===== src/rtl/instr_fetch.sv =====
// Instruction fetch unit: program counter, program RAM read port, return FIFO and decoder handshake.
// Define IFETCH_PREFETCH_EN for a 2-entry prefetch FIFO; otherwise one entry and no prefetch.

module instr_fetch #(
  parameter int ADDR_W   = 11,
  parameter int DATA_W   = 64,
  parameter int PROG_LEN = 32
) (
  input  logic              clk,
  input  logic              reset_n,
  input  logic              start,
  input  logic [ADDR_W-1:0] start_addr,
  input  logic              halt_req,
  input  logic              jump_valid,
  input  logic [ADDR_W-1:0] jump_addr,
  output logic              pram_ena,
  output logic              pram_rea,
  output logic [ADDR_W-1:0] pram_addr,
  input  logic [DATA_W-1:0] pram_data,
  output logic              instr_valid,
  input  logic              instr_ready,
  output logic [DATA_W-1:0] instr_data,
  output logic [ADDR_W-1:0] instr_addr,
  output logic              busy,
  output logic              done,
  output logic              addr_err
);

`ifdef IFETCH_PREFETCH_EN
  localparam int DEPTH = 2;
`else
  localparam int DEPTH = 1;
`endif

  localparam logic [ADDR_W-1:0] LAST_ADDR = ADDR_W'(PROG_LEN - 1);

  typedef enum logic [1:0] {IDLE, RUN, DRAIN} state_t;

  typedef struct packed {
    logic [ADDR_W-1:0] addr;
    logic [DATA_W-1:0] data;
  } entry_t;

  state_t            state, state_nxt;
  logic [ADDR_W-1:0] pc, pc_nxt;
  logic              err_nxt;
  logic              inflight;
  logic [ADDR_W-1:0] inflight_addr;
  entry_t            fifo [DEPTH];
  entry_t            fifo_nxt [DEPTH];
  logic [1:0]        count, count_nxt;
  logic              issue, flush, head_pop, pop, push, credit;
  entry_t            push_entry;

  function automatic logic in_range(input logic [ADDR_W-1:0] a);
    return a <= LAST_ADDR;
  endfunction

  // A halt or jump empties the FIFO and drops any read still in flight.
  assign flush      = (state != IDLE) && (halt_req || jump_valid);
  assign head_pop   = instr_valid && instr_ready;
  assign pop        = head_pop && !flush;
  assign push       = inflight && !flush;
  assign credit     = ((int'(count) + int'(inflight)) < DEPTH) || head_pop;
  assign push_entry = '{addr: inflight_addr, data: pram_data};

  always_comb begin
    state_nxt = state;
    pc_nxt    = pc;
    err_nxt   = addr_err;
    issue     = 1'b0;
    done      = 1'b0;
    case (state)
      IDLE: begin
        if (start) begin
          err_nxt = !in_range(start_addr);
          if (in_range(start_addr)) begin
            pc_nxt    = start_addr;
            state_nxt = RUN;
          end
        end
      end
      RUN, DRAIN: begin
        if (halt_req) begin
          state_nxt = IDLE;
        end else if (jump_valid) begin
          if (in_range(jump_addr)) begin
            pc_nxt    = jump_addr;
            state_nxt = RUN;
          end else begin
            err_nxt   = 1'b1;
            state_nxt = IDLE;
          end
        end else if (state == RUN) begin
          if (credit) begin
            issue  = 1'b1;
            pc_nxt = pc + ADDR_W'(1);
            if (pc == LAST_ADDR) state_nxt = DRAIN;
          end
        end else if (count == 2'd0 && !inflight) begin
          done      = 1'b1;
          state_nxt = IDLE;
        end
      end
      default: state_nxt = IDLE;
    endcase
  end

  // Head always lives in slot 0; with at most two slots a pop is a single move.
  always_comb begin
    fifo_nxt  = fifo;
    count_nxt = count;
    if (flush) begin
      count_nxt = 2'd0;
    end else begin
      if (pop) begin
        fifo_nxt[0] = fifo[DEPTH-1];
        count_nxt   = count_nxt - 2'd1;
      end
      if (push) begin
        for (int i = 0; i < DEPTH; i++) begin
          if (i == int'(count_nxt)) fifo_nxt[i] = push_entry;
        end
        count_nxt = count_nxt + 2'd1;
      end
    end
  end

  always_ff @(posedge clk or negedge reset_n) begin
    if (!reset_n) begin
      state         <= IDLE;
      pc            <= '0;
      addr_err      <= 1'b0;
      inflight      <= 1'b0;
      inflight_addr <= '0;
      count         <= 2'd0;
      for (int i = 0; i < DEPTH; i++) fifo[i] <= '0;
    end else begin
      state    <= state_nxt;
      pc       <= pc_nxt;
      addr_err <= err_nxt;
      inflight <= issue;
      if (issue) inflight_addr <= pc;
      count    <= count_nxt;
      for (int i = 0; i < DEPTH; i++) fifo[i] <= fifo_nxt[i];
    end
  end

  assign pram_ena    = issue;
  assign pram_rea    = issue;
  assign pram_addr   = issue ? pc : '0;
  assign instr_valid = (count != 2'd0);
  assign instr_data  = fifo[0].data;
  assign instr_addr  = fifo[0].addr;
  assign busy        = (state != IDLE);

endmodule


===== config.mk =====
export PLATFORM = sky130hd
export DESIGN_NAME = instr_fetch
export DESIGN_NICKNAME = d
export VERILOG_FILES = /design/src/rtl/instr_fetch.sv
export SDC_FILE = /design/constraint.sdc
export NUM_CORES = 1
export LEC_CHECK = 0
export CAP_MARGIN = 20
export CELL_PAD_IN_SITES_DETAIL_PLACEMENT = 1
export CELL_PAD_IN_SITES_GLOBAL_PLACEMENT = 2
export CORE_MARGIN = 4
export CORE_UTILIZATION = 36
export DETAILED_ROUTE_END_ITERATION = 10
export DONT_BUFFER_PORTS = 1
export PLACE_DENSITY_LB_ADDON = 0.1
export SLEW_MARGIN = 20
export SYNTH_ARGS = -nofsm -noshare
export SYNTH_HDL_FRONTEND = slang
export SYNTH_SLANG_ARGS = --single-unit
export TNS_END_PERCENT = 10

===== constraint.sdc =====
create_clock -name clk -period 2.7 [get_ports clk]
set_clock_uncertainty 0.15 [all_clocks]
set_input_delay 0.54 -clock clk [delete_from_list [all_inputs] [get_ports clk]]
set_output_delay 0.54 -clock clk [all_outputs]
set_load 0.1 [all_outputs]

==> qor.csv <==
stage,metric,value,unit
place,portBuffers,0,
grt,met2_usage,0.248,
clock_tree,h-tree-depth,3,
drt,drt-wirelength-per-cell,20.0,um
synthesis,yosysSeqAreaShare,0.571,
sta,period_share,1.02,
grt,grt_busiest_layer,met2,
floorplanning,die_area,0.0144,sq mm
floorplanning,die-height,120,um
synthesis,syn-cell-area,0.00451,sq mm
setup_path,cp_max_fo,8,
status,violations,"negative hold slack, negative setup slack",
synthesis,synth_edf_count,0,
cells_and_area,register_area,0.00258,sq mm
clock_tree,cts_root_buf,clkbuf_16,
floorplanning,row_count,40,
clock_tree,clk_latency,0.34,ns
cells_and_area,instances_no_fill,546,
place,dp_hpwl,7780,um
drt,first_iter_violations,104,
clock_tree,cts_tree,done,
cells_and_area,drive_above_1_share,0.481,
synthesis,syn_nets,439,
status,outcome,"complete, but fails checks",
floorplanning,io_pins,184,
sta,layout_min_cycle_time,2.76,ns
clock_tree,clock_path_buffers,2,
sta,setup_violations,11,
grt,grt_pass1_wl,17200,um
drt,drt_pre_antenna_iters,4,
setup_path,worstPathRequired,2.01,ns
setup_path,arrival,2.07,ns
flow_run,max_cap_viol_count,0,
synthesis,syn-instance-count,340,
cells_and_area,area_growth,25.6,%
clock_tree,cts_num_sinks,103,
grt,track_usage,0.153,
cells_and_area,fill_cells,1244,
synthesis,ys_async_sr_fraction,1.00,
synthesis,synth_warnings,0,
cells_and_area,utilization,0.466,
grt,met1_usage,0.179,
drt,detail-route-antenna-nets,0,
clock_tree,clkTransAtPathRegs,0.06,ns
synthesis,syn_area_per_cell,13.3,sq um
cells_and_area,multiInputGateArea,0.00197,sq mm
setup_path,crit_type,flip-flop to output port,
sta,hold_ws,-0.253,ns
place,dp.cells,522,
drt,finalWirelength,10900,um
sta,fmax,0.362,GHz
grt,antenna_found_initial,0,
grt,grt_use_met3,0.0820,
floorplanning,core_area,0.0122,sq mm
sta,hold_violations,103,
grt,gr-total-overflow,0,
cells_and_area,nets,475,
cells_and_area,diodes,0,
drt,drc_errors,0,
grt,grt_max_degree,104,
sta,tightest_slew,0.955,ns
sta,slew_headroom,0.364,
synthesis,synth_ff_type,dfrtp_1,
grt,first_global_vias,3131,
sta,rsz0062_at_grt,yes,
drt,vias_per_cell,5.23,
sta,fin_ws,-0.0628,ns
floorplanning,initial_core_util,0.371,
setup_path,start_kind,flip-flop,
synthesis,post_synth_num_cell_types,42,
min_path,hold_path.class,primary input to async pin,
synthesis,yosys_register_bits,103,
clock_tree,cts-buffers-inserted,9,
cells_and_area,stdcell_area,0.00567,sq mm
place,placed_cell_area,0.00517,sq mm
floorplanning,die-width,120,um
place,globalplace.congestion,0.753,
setup_path,crit_path_end_kind,output port,
sta,slew_viol_final,0,
drt,num_vias,2853,
-- registers in the layout (all words and copies together) (netlist names) --
name           count
addr_err           1
count              2
inflight           1
inflight_addr     11
instr_addr        11
instr_data        64
pc                11
state              2
-- logic make-up after synthesis --
family,synth area share
AOI/OAI and AO/OA,0.0696
xor gates and xnor gates,0.00582
adders and majority gates,0.0194
buffers and inverters,0.0283
DFF,0.571
muxes,0.237
and+or+nand+nor,0.0693
-- layout make-up --
type / instances / share of cell area
repair buffers: 45 / 0.103
flip-flops and latches: 103 / 0.454
clock inverters: 1 / 0.00529
well taps: 168 / 0.0371
multi-input cells: 206 / 0.347
clock buffers: 12 / 0.0452
inverters: 11 / 0.00728
-- cells in the final DEF, fill, tap and decap left out, types with 2 or more instances in the layout --
cell and count:
a21oi_1 6, a222oi_1 2, a22oi_1 4, a31oi_1 5
and2_1 3, and3_1 3, and3_4 12, buf_12 17
buf_4 23, buf_6 4, clkbuf_16 9, clkbuf_8 2
dfrtp_1 103, ha_1 4, ha_4 2, inv_1 10
mux2_2 94, nand2_1 3, nand3_1 4, nand4_1 3
nor2_1 11, nor3_1 2, nor3_4 2, nor4_1 2
o21ai_0 10, o21bai_1 2, o22ai_1 2, o31ai_1 3
or3_4 2, xnor2_1 2
-- repair_timing --
item / CTS / global route
hold endpoints to repair: 103 / 103
pin swaps: 3 / 7
cloned: 1 / 0
resized for setup: 23 / 9
buffers inserted: 3 / 7
endpoints found under the setup margin: 14 / 88
-- per-layer routing --
metal,share of wire,wire length (um)
met1,0.40,4350
met2,0.49,5410
met3,0.10,1090
met4,0.0078,85
met5,0,0
-- cell usage after synthesis, types with 2 or more instances --
library cell / n / area (sq um)
nand4_1: 3 / 18.8
nand3_1: 4 / 20.0
or3_1: 3 / 18.8
buf_1: 2 / 7.51
o22ai_1: 2 / 12.5
a21oi_1: 7 / 35.0
o21bai_1: 2 / 15.0
xnor2_1: 3 / 26.3
mux2_2: 94 / 1060
a31oi_1: 5 / 31.3
nor2_1: 12 / 45.0
clkbuf_1: 16 / 60.1
dfrtp_1: 103 / 2580
nor4_1: 2 / 12.5
nand2_1: 3 / 11.3
nor3_1: 5 / 25.0
and3_1: 15 / 93.8
a222oi_1: 2 / 20.0
o21ai_0: 11 / 55.1
inv_1: 11 / 41.3
and2_1: 3 / 18.8
a22oi_1: 4 / 30.0
o31ai_1: 3 / 22.5
ha_1: 7 / 87.6
-- critical path, stage by stage, from the launching register on --
cell	delay, ns
dfrtp_1	0.41
ha_4	0.25
or3_4	0.35
a21oi_4	0.19
buf_6	0.16
and3_4	0.20
buf_12	0.17
-- worst paths after layout --
check / start / endpoint / slack (ns) / depth (start not counted)
setup / recovery: inflight / pram_addr[5] / -0.06 / 6
hold / removal: reset_n / instr_data[30] / -0.25 / 0
hold reg to reg: inflight_addr[0] / instr_addr[0] / 0.35 / 1
max in group asynchronous: reset_n / pc[0] / 2.44 / 0
min in group clk: pram_data[48] / instr_data[48] / 0.20 / 1
setup reg to reg: count[0] / instr_data[37] / 0.08 / 9
-- stage by stage --
stage / setup TNS (ns) / worst slack, ns / hold WS (ns)
6_report: -0.510 / -0.0628 / -0.253
4_1_cts: -1.01 / -0.0964 / -0.277
5_1_grt: -3.93 / -0.142 / -0.283
3_5_place_dp: 0 / 0.0601 / 0.0974
3_3_place_gp: 0 / 0.0719 / 0.0975
2_1_floorplan: -10.16 / -0.241 / 0.0944
Power is left out: the tool's default activity adds up to more than one toggle a clock period on the data nets, which glitch-free logic cannot reach.
